--- src/rtl/immed_gen_if.sv ---
// Handshake bundle between fetch, the immediate generator and decode.
// The master side drives instructions and out_ready. The slave side is the generator.
interface immed_gen_if #(
  parameter int XLEN  = 32,
  parameter int TAG_W = 32
);
  logic             flush;
  logic             in_valid;
  logic             in_ready;
  logic [31:0]      in_inst;
  logic [TAG_W-1:0] in_tag;
  logic             out_valid;
  logic             out_ready;
  logic [31:0]      out_inst;
  logic [TAG_W-1:0] out_tag;
  logic [XLEN-1:0]  out_immed;
  logic [2:0]       out_imm_type;
  logic             out_illegal;

  modport master (
    output flush, in_valid, in_inst, in_tag, out_ready,
    input  in_ready, out_valid, out_inst, out_tag, out_immed, out_imm_type, out_illegal
  );

  modport slave (
    input  flush, in_valid, in_inst, in_tag, out_ready,
    output in_ready, out_valid, out_inst, out_tag, out_immed, out_imm_type, out_illegal
  );
endinterface

--- src/rtl/immed_gen_pipe.sv ---
// Registered, handshaked RV immediate generator with an optional 2-entry skid buffer.
// Defining IMMED_GEN_ZICSR_EN decodes the CSR*I uimm field as immediate type Z.
module immed_gen_pipe #(
  parameter int XLEN  = 32,
  parameter int TAG_W = 32,
  parameter bit SKID  = 1'b1
) (
  input  logic       clk,
  input  logic       rst,
  immed_gen_if.slave bus
);

  localparam logic [6:0] OPC_LOAD      = 7'b0000011;
  localparam logic [6:0] OPC_MISC_MEM  = 7'b0001111;
  localparam logic [6:0] OPC_OP_IMM    = 7'b0010011;
  localparam logic [6:0] OPC_AUIPC     = 7'b0010111;
  localparam logic [6:0] OPC_OP_IMM_32 = 7'b0011011;
  localparam logic [6:0] OPC_STORE     = 7'b0100011;
  localparam logic [6:0] OPC_OP        = 7'b0110011;
  localparam logic [6:0] OPC_LUI       = 7'b0110111;
  localparam logic [6:0] OPC_OP_32     = 7'b0111011;
  localparam logic [6:0] OPC_BRANCH    = 7'b1100011;
  localparam logic [6:0] OPC_JALR      = 7'b1100111;
  localparam logic [6:0] OPC_JAL       = 7'b1101111;
  localparam logic [6:0] OPC_SYSTEM    = 7'b1110011;

  localparam logic [2:0] IMM_NONE = 3'd0;
  localparam logic [2:0] IMM_I    = 3'd1;
  localparam logic [2:0] IMM_S    = 3'd2;
  localparam logic [2:0] IMM_B    = 3'd3;
  localparam logic [2:0] IMM_U    = 3'd4;
  localparam logic [2:0] IMM_J    = 3'd5;
`ifdef IMMED_GEN_ZICSR_EN
  localparam logic [2:0] IMM_Z    = 3'd6;
`endif

  typedef struct packed {
    logic [31:0]      inst;
    logic [TAG_W-1:0] tag;
    logic [XLEN-1:0]  immed;
    logic [2:0]       imm_type;
    logic             illegal;
  } beat_t;

  logic [31:0]     inst;
  logic [31:0]     imm_i, imm_s, imm_b, imm_u, imm_j;
  logic [XLEN-1:0] dec_immed;
  logic [2:0]      dec_type;
  logic            dec_illegal;

  assign inst  = bus.in_inst;
  assign imm_i = {{20{inst[31]}}, inst[31:20]};
  assign imm_s = {{20{inst[31]}}, inst[31:25], inst[11:7]};
  assign imm_b = {{20{inst[31]}}, inst[7], inst[30:25], inst[11:8], 1'b0};
  assign imm_u = {inst[31:12], 12'b0};
  assign imm_j = {{12{inst[31]}}, inst[19:12], inst[20], inst[30:21], 1'b0};

  // Opcode includes inst[1:0], so compressed encodings fall through to illegal.
  always_comb begin
    dec_immed   = '0;
    dec_type    = IMM_NONE;
    dec_illegal = 1'b0;
    case (inst[6:0])
      OPC_LOAD, OPC_OP_IMM, OPC_JALR: begin
        dec_type  = IMM_I;
        dec_immed = XLEN'($signed(imm_i));
      end
      OPC_OP_IMM_32: begin
        if (XLEN == 64) begin
          dec_type  = IMM_I;
          dec_immed = XLEN'($signed(imm_i));
        end else begin
          dec_illegal = 1'b1;
        end
      end
      OPC_STORE: begin
        dec_type  = IMM_S;
        dec_immed = XLEN'($signed(imm_s));
      end
      OPC_BRANCH: begin
        dec_type  = IMM_B;
        dec_immed = XLEN'($signed(imm_b));
      end
      OPC_JAL: begin
        dec_type  = IMM_J;
        dec_immed = XLEN'($signed(imm_j));
      end
      OPC_LUI, OPC_AUIPC: begin
        dec_type  = IMM_U;
        dec_immed = XLEN'($signed(imm_u));
      end
      OPC_OP, OPC_MISC_MEM: begin
        dec_type = IMM_NONE;
      end
      OPC_OP_32: begin
        dec_illegal = (XLEN != 64);
      end
      OPC_SYSTEM: begin
`ifdef IMMED_GEN_ZICSR_EN
        if (inst[14]) begin
          dec_type  = IMM_Z;
          dec_immed = XLEN'(inst[19:15]);
        end
`else
        dec_type = IMM_NONE;
`endif
      end
      default: begin
        dec_illegal = 1'b1;
      end
    endcase
  end

  beat_t in_beat, main_q, skid_q;
  logic  main_valid, skid_valid;
  logic  accept, drain, main_load, ready_raw;

  assign in_beat = '{inst: bus.in_inst, tag: bus.in_tag, immed: dec_immed,
                     imm_type: dec_type, illegal: dec_illegal};

  // With the skid buffer, in_ready depends only on registered state.
  assign ready_raw    = SKID ? ~skid_valid : (bus.out_ready | ~main_valid);
  assign bus.in_ready = ready_raw & ~rst;
  assign accept       = bus.in_valid & bus.in_ready;
  assign drain        = main_valid & bus.out_ready;
  assign main_load    = drain | ~main_valid;

  always_ff @(posedge clk or posedge rst) begin
    if (rst) begin
      main_valid <= 1'b0;
      skid_valid <= 1'b0;
      main_q     <= '0;
      skid_q     <= '0;
    end else if (bus.flush) begin
      main_valid <= 1'b0;
      skid_valid <= 1'b0;
    end else if (main_load) begin
      if (skid_valid) begin
        main_q     <= skid_q;
        main_valid <= 1'b1;
        skid_valid <= 1'b0;
      end else if (accept) begin
        main_q     <= in_beat;
        main_valid <= 1'b1;
      end else begin
        main_valid <= 1'b0;
      end
    end else if (accept) begin
      skid_q     <= in_beat;
      skid_valid <= 1'b1;
    end
  end

  assign bus.out_valid    = main_valid;
  assign bus.out_inst     = main_q.inst;
  assign bus.out_tag      = main_q.tag;
  assign bus.out_immed    = main_q.immed;
  assign bus.out_imm_type = main_q.imm_type;
  assign bus.out_illegal  = main_q.illegal;

endmodule

--- src/flat_wrapper.sv ---
// flat-port wrapper written by rule: the top's interface ports become plain ports
module immed_gen_pipe_flat 
#(
  parameter int XLEN  = 32,
  parameter int TAG_W = 32,
  parameter bit SKID  = 1'b1
)
  (clk, rst, bus_flush, bus_in_valid, bus_in_inst, bus_in_tag, bus_out_ready, bus_in_ready, bus_out_valid, bus_out_inst, bus_out_tag, bus_out_immed, bus_out_imm_type, bus_out_illegal);
  immed_gen_if #(.XLEN(XLEN), .TAG_W(TAG_W)) bus_i ();
  input  logic clk;
  input  logic rst;
  input wire logic [$bits(bus_i.flush)-1:0] bus_flush;
  input wire logic [$bits(bus_i.in_valid)-1:0] bus_in_valid;
  input wire logic [$bits(bus_i.in_inst)-1:0] bus_in_inst;
  input wire logic [$bits(bus_i.in_tag)-1:0] bus_in_tag;
  input wire logic [$bits(bus_i.out_ready)-1:0] bus_out_ready;
  output wire logic [$bits(bus_i.in_ready)-1:0] bus_in_ready;
  output wire logic [$bits(bus_i.out_valid)-1:0] bus_out_valid;
  output wire logic [$bits(bus_i.out_inst)-1:0] bus_out_inst;
  output wire logic [$bits(bus_i.out_tag)-1:0] bus_out_tag;
  output wire logic [$bits(bus_i.out_immed)-1:0] bus_out_immed;
  output wire logic [$bits(bus_i.out_imm_type)-1:0] bus_out_imm_type;
  output wire logic [$bits(bus_i.out_illegal)-1:0] bus_out_illegal;
  assign bus_i.flush = bus_flush;
  assign bus_i.in_valid = bus_in_valid;
  assign bus_i.in_inst = bus_in_inst;
  assign bus_i.in_tag = bus_in_tag;
  assign bus_i.out_ready = bus_out_ready;
  assign bus_in_ready = bus_i.in_ready;
  assign bus_out_valid = bus_i.out_valid;
  assign bus_out_inst = bus_i.out_inst;
  assign bus_out_tag = bus_i.out_tag;
  assign bus_out_immed = bus_i.out_immed;
  assign bus_out_imm_type = bus_i.out_imm_type;
  assign bus_out_illegal = bus_i.out_illegal;
  immed_gen_pipe #(.XLEN(XLEN), .TAG_W(TAG_W), .SKID(SKID)) u_core (.clk(clk), .rst(rst), .bus(bus_i));
endmodule
--- config.mk ---
export PLATFORM = sky130hd
export DESIGN_NAME = immed_gen_pipe_flat
export DESIGN_NICKNAME = d
export VERILOG_FILES = /design/src/rtl/immed_gen_if.sv /design/src/rtl/immed_gen_pipe.sv /design/src/flat_wrapper.sv
export SDC_FILE = /design/constraint.sdc
export NUM_CORES = 1
export LEC_CHECK = 0
export ABC_CLOCK_PERIOD_IN_PS = 8200
export BUFFER_PORTS_ARGS = -buffer_cell sky130_fd_sc_hd__buf_2
export CORE_AREA = 2 2 130 132
export DETAILED_ROUTE_END_ITERATION = 12
export DIE_AREA = 0 0 132 134
export PLACE_DENSITY = 0.91
export SYNTH_ARGS = -nofsm -noshare
export SYNTH_HDL_FRONTEND = slang
export SYNTH_SLANG_ARGS = --single-unit
--- constraint.sdc ---
create_clock -name clk -period 8.2 [get_ports clk]
set_input_delay 0.41 -clock clk [delete_from_list [all_inputs] [get_ports clk]]
set_output_delay 0.41 -clock clk [all_outputs]
set_load 0.05 [all_outputs]
======== Word-level counts from Yosys, hierarchy flattened ========
Cells that the tools add are included.
storage, ports and cells
  logic and storage cells ................. 52
  output and inout port bits .............. 102
  bits in registers ....................... 202
  bits of input ports ..................... 69
operators by class
  bitwise operators ....................... 9
  reduce and logical (&&, ||, !) cells .... 8
  muxes and demuxes ....................... 12
  equal/unequal tests ..................... 11
operator list
  operator            number
  $mux 100            2
  $pmux 32 s5         1
  $eq 7x7->1 const B  4
  $eq 7x6->1 const B  3
  $pmux 3 s5          1
  $eq 7x5->1 const B  2
  $reduce_or 11->1    1
  $mux 1              8
  $eq 7x2->1 const B  1
  $eq 7x4->1 const B  1
  $reduce_and 3->1    2
  $not 1->1           5
  $reduce_bool 2->1   2
  $and 1x1->1         3
  $reduce_bool 3->1   1
  $reduce_or 3->1     1
  $reduce_or 2->1     1
  $or 1x1->1          1

======== Logic depth before layout (Yosys ltp) ========
  depth after elaboration ................. 7
  depth in mapped cells ................... 7
  depth with buffers taken out ............ 4

======== Worst setup path after synthesis ========
Ideal clock, no wire load.
  path type ............................... reg-to-output
  start ................................... register u_core.skid_valid
  end ..................................... output port bus_in_ready
  buffers on the path ..................... 3
  required time ........................... 7.790 ns
  setup slack ............................. 6.212 ns
  cell stages (with the launch flop) ...... 5
  data arrival time ....................... 1.578 ns
  cell sequence ........................... dfrtp_1 buf_2 buf_4 buf_2 nor2_1
between the ends
  cells in the longest elaborated chain, start to end .. 2
RTL lines
  what                      line                   RTL
  start: declaration        immed_gen_pipe.sv:115  logic main_valid, skid_valid;
  start signal: assignment  immed_gen_pipe.sv:131  skid_valid <= 1'b0;
  start signal: assignment  immed_gen_pipe.sv:136  skid_valid <= 1'b0;
  start signal: assignment  immed_gen_pipe.sv:141  skid_valid <= 1'b0;
  $not 1->1                 immed_gen_pipe.sv:122  assign ready_raw = SKID ? ~skid_valid : (bus.out_ready | ~main_valid);
  $and 1x1->1               immed_gen_pipe.sv:123  assign bus.in_ready = ready_raw & ~rst;
  end: declaration          flat_wrapper.sv:17     output wire logic [$bits(bus_i.in_ready)-1:0] bus_in_ready;
No other way between the ends.

======== Worst setup path after layout ========
  start ................................... register u_core.main_valid, in the netlist u_core.bus.out_valid
  end ..................................... register u_core.skid_q[33] (netlist name)
between the ends
  cells in the longest elaborated chain, start to end .. 4
  elaborated cells on any way between the ends .. 5
  those cells by class .................... bitwise (4); reduce/logical (1)
RTL lines
  what                                      line                   RTL
  start: declaration                        immed_gen_pipe.sv:115
  start signal: assignment                  immed_gen_pipe.sv:130  main_valid <= 1'b0;
  start signal: assignment                  immed_gen_pipe.sv:135  main_valid <= 1'b0;
  start signal: assignment                  immed_gen_pipe.sv:140  main_valid <= 1'b1;
  $and 1x1->1 or $not 1->1 (tied branches)  -
  $or 1x1->1 (*)                            immed_gen_pipe.sv:126  assign main_load = drain | ~main_valid;
  $not 1->1 (no source line) (*)            -
  $reduce_and 3->1 (no source line) (*)     -
  end signal: assignment                    immed_gen_pipe.sv:149  skid_q <= in_beat;
  end: declaration                          immed_gen_pipe.sv:114  beat_t in_beat, main_q, skid_q;
Mark *: on every way between the ends. The rest lies on a longest branch, timed or not.
A chain may end at the register's enable or synchronous reset.

==> summary.md <==
| Metric | Value |
|---|---|
| FP Rows | 47 |
| Synth area leaders | dfrtp_1 56%, nand2_1 12%, mux2i_1 6.4%, o21ai_0 4.4%, nor2_1 2.1% |
| Input/output buffers | between 150 and 200 |
| Syn_nets | roughly 1.0k |
| Unrepaired setup endpoints after global routing | no |
| Met2 wire length | 10,300 um |
| WL met1 | between 9000 and 10,000 um |
| Sequential share of the synthesized area | between 50% and 60% |
| Status | complete, no violations |
| Final net count | 1,141 |
| DRT iter0 DRCs | around 540 |
| Crit end category | flip-flop |
| Peak supply drop | 0.194 mV |
| Reg-to-reg endpoint | u_core.skid_q[33]$_DFFE_PP0P_ |
| CP Class | reg2reg |
| Crit-path max FO | 88 |
| Die height | ~130 um |
| Width of the die | ~130 um |
| CTS clk-pin slew, worst paths | ~0.06 ns |
| CTS sink cnt | between 200 and 250 |
| Drt wl/cell | between 15 and 20 um |
| Area leader, netlist | dfrtp_1 |
| Yosys reg bits | roughly 200 |
| CP Launch Type | flip-flop |
| Hold Path End | u_core.skid_q[36]$_DFFE_PP0P_ |
| Synth cell types | between 50 and 60 |
| Hold Crit Start | bus_in_tag[0] |
| Number of synthesis warnings | 0 |
| Final setup viols | 0 |
| Leakage | around 0.0052 uW |
| Crit path time final | around 3 ns |
| Total CTS buffers | 22 |
| Power Density | between 200 and 300 mW/mm^2 |
| Top sig layer | met4 |
| Achievable clock frequency | roughly 330 MHz |
| Synth async-reset ratio | 100% |
| Num ports | between 150 and 200 |
| Worst Path Arrival | between 3 and 4 ns |
| Final Max Tran Viols | 0 |
| Slew @ Worst Pin | around 1.1 ns |
| Later-pin clock latency in the skew report | about 0.5 ns |
| Register-to-register setup slack | 5.20 ns |
| DRT Wirelength | around 22,000 um |
| Core Area | about 0.016 mm^2 |
| Root buf cell | clkbuf_16 |
| Area growth syn-to-layout | 16.7% |
| Met3 routed WL | roughly 1600 um |
| Hold crit path type | in2reg |
| Cells after DPL | approximately 1.3k |
| Gr usage total | between 20% and 30% |
| Setup TNS Final | 0 ns |
| CTS tree | built |
| Final worst-path cycle share | roughly 37% |
| Gpl congestion | between 0.8 and 0.9 |
| Mapped Cells | around 940 |
| Vias in the first global route | between 7k and 8k |
| Req. time, crit path | 8.56 ns |
| Via Count | about 7.3k |
| Relative max-transition margin | about 28% |
| Avg Cell Area, Syn | around 9.6 um^2 |
| Post-CTS Resized | 0 |
| Predominant post-synthesis flop cell | dfrtp_1 |
| Ratio of cells with drive above 1 in the final layout | between 20% and 30% |
| Final Hold Vio Count | 0 |
| Skew final | 0.00840 ns |
| Largest net degree at the start of global routing | 140 |
| # DRC | 0 |
| Worst R2R Start | u_core.bus.out_valid$_DFFE_PP0N_ |
| Number of diodes | 0 |
| R2R depth | 4 |
| Top-area cell type share of the netlist area | between 50% and 60% |
| First-pass GRT wire length | roughly 37,000 um |
| Initial Util | a little under three fifths |
| Detailed Routing Iterations Pass 1 | 6 |
| Post-CTS Setup Bufs | 0 |
| Final ANT Viol Nets | 0 |
| Maximum clock path buffer count | 3 |
| Initial antenna violation count | 0 |
| Die ar. | between 0.015 and 0.02 mm^2 |
| Hold buffers post-CTS | 0 |
| EDFF count, synth | 0 |
| H-tree Lvls | 1 |
| Grt ovf | 0 |
| Hold path depth | 3 |
| Final HPWL from detailed placement | approximately 14,000 um |
| Max-cap violation count | 0 |
| Mapped Area | ~0.0090 mm^2 |
| Via-to-Cell Ratio | 5.60 |
| Finished Layout Cells | between 1k and 1.5k |
## critical path, stage by stage, from the launching register on
cell     delay [ns]
dfrtp_1        0.36
nor2b_1        0.82
nand2_4        0.80
a21oi_2        0.70
a21oi_1        0.16
## synthesized netlist by cell type, types with 2 or more instances
cell      count
nand2_1     286
dfrtp_1     202
o21ai_0      80
mux2i_1      58
nor2_1       51
buf_2        34
a21oi_1      31
o21ai_1      20
clkbuf_1     18
a221oi_1     14
a31oi_1      13
inv_1        12
nor2b_1      11
nor4_1       11
o21bai_1     11
a211o_1       9
buf_4         9
nand4_1       9
a22o_1        6
buf_6         6
nand3_1       5
nor3_1        4
a21oi_2       3
nand2b_1      3
and2_1        2
nand3b_1      2
o211ai_1      2
o22ai_1       2
o31ai_1       2
or3_1         2
## worst max-delay path by stage
stage               cells after the start                                 end                              from  slack, ns
finish                                  4       u_core.skid_q[33]$_DFFE_PP0P_  u_core.bus.out_valid$_DFFE_PP0N_       5.20
global route                            4       u_core.skid_q[26]$_DFFE_PP0P_  u_core.bus.out_valid$_DFFE_PP0N_       4.94
CTS                                     4       u_core.skid_q[33]$_DFFE_PP0P_  u_core.bus.out_valid$_DFFE_PP0N_       5.20
detailed placement                      5       u_core.skid_q[33]$_DFFE_PP0P_                     bus_out_ready       5.08
global placement                        5       u_core.skid_q[30]$_DFFE_PP0P_                     bus_out_ready       5.26
floorplan                               1  u_core.bus.out_illegal$_DFFE_PP0P_                               rst       2.28
## metal layers
| layer | track usage (%) | up-vias |
|---|---|---|
| li1 | - | 3454 |
| met3 | 3.93 | 48 |
| met1 | 36.2 | 3515 |
| met5 | 0 | - |
| met4 | 6.94 | 0 |
| met2 | 40.5 | 303 |
## state kept, by name, indices dropped and copies added (netlist names)
| register | count |
|---|---|
| u_core.bus.out_illegal | 1 |
| u_core.bus.out_imm_type | 3 |
| u_core.bus.out_immed | 32 |
| u_core.bus.out_inst | 32 |
| u_core.bus.out_tag | 32 |
| u_core.bus.out_valid | 1 |
| u_core.skid_q | 100 |
| u_core.skid_valid | 1 |
## cells by family (layout without fill, tap and decap cells)
kind of cell | Yosys count | in the layout | synth area share, %
mux | 59 | 59 | 6.56
flops | 202 | 202 | 56.1
simple gates | 394 | 394 | 18.6
buf+inv | 81 | 227 | 4.72
compound gates | 205 | 205 | 14.1
## per-stage QoR
| step | total power [uW] | setup slack [ns] | util, % | hold slack (ns) | cell area [um^2] |
|---|---|---|---|---|---|
| after floorplan | 1730 | 2.28 | - | 0.441 | 9020 |
| after global placement | 1880 | 5.26 | 60.3 | 0.453 | 9830 |
| after detailed placement | 1900 | 5.08 | 60.3 | 0.462 | 9830 |
| after CTS | 2850 | 5.20 | 64.6 | 0.107 | 10500 |
| after global routing | 2960 | 4.94 | 64.6 | 0.126 | 10500 |
| final | 2840 | 5.20 | 64.6 | 0.117 | 10500 |
## cell usage in the layout, fill, tap and decap left out, types with 2 or more instances in the layout
cell type	Yosys	final
mux2i_1	58	58
o21ai_0	80	80
nor2_1	51	51
buf_4	9	4
clkinv_2	0	5
a31oi_1	13	13
a211o_1	9	9
o22ai_1	2	2
clkbuf_1	18	5
a22o_1	6	6
clkbuf_8	0	5
nand2_1	286	285
o31ai_1	2	2
o211ai_1	2	2
nor2b_1	11	11
or3_1	2	2
a21oi_1	31	31
a21oi_2	3	3
nor4_1	11	11
inv_1	12	11
o21bai_1	11	11
nor3_1	4	4
dfrtp_1	202	201
nand3_1	5	5
clkbuf_16	0	23
buf_2	34	170
nand4_1	9	9
nand2b_1	3	3
nand3b_1	2	2
o21ai_1	20	20
a221oi_1	14	14
## power by group
part           switching [uW]  internal, uW  total, uW
Clock                     392           557        949
Combinational             485           154        639
Sequential               90.1          1160       1250
Total                     967          1870       2840
## layout make-up
| class | instances | area, um^2 |
|---|---|---|
| clock buffer | 33 | 663 |
| clock inverter | 6 | 32.5 |
| fill | 1317 | 5760 |
| inverter | 14 | 60.1 |
| multi-input combinational | 658 | 3550 |
| sequential | 202 | 5060 |
| tap | 220 | 275 |
| timing repair buffer | 174 | 881 |
(Power assumes the default switching activity.)
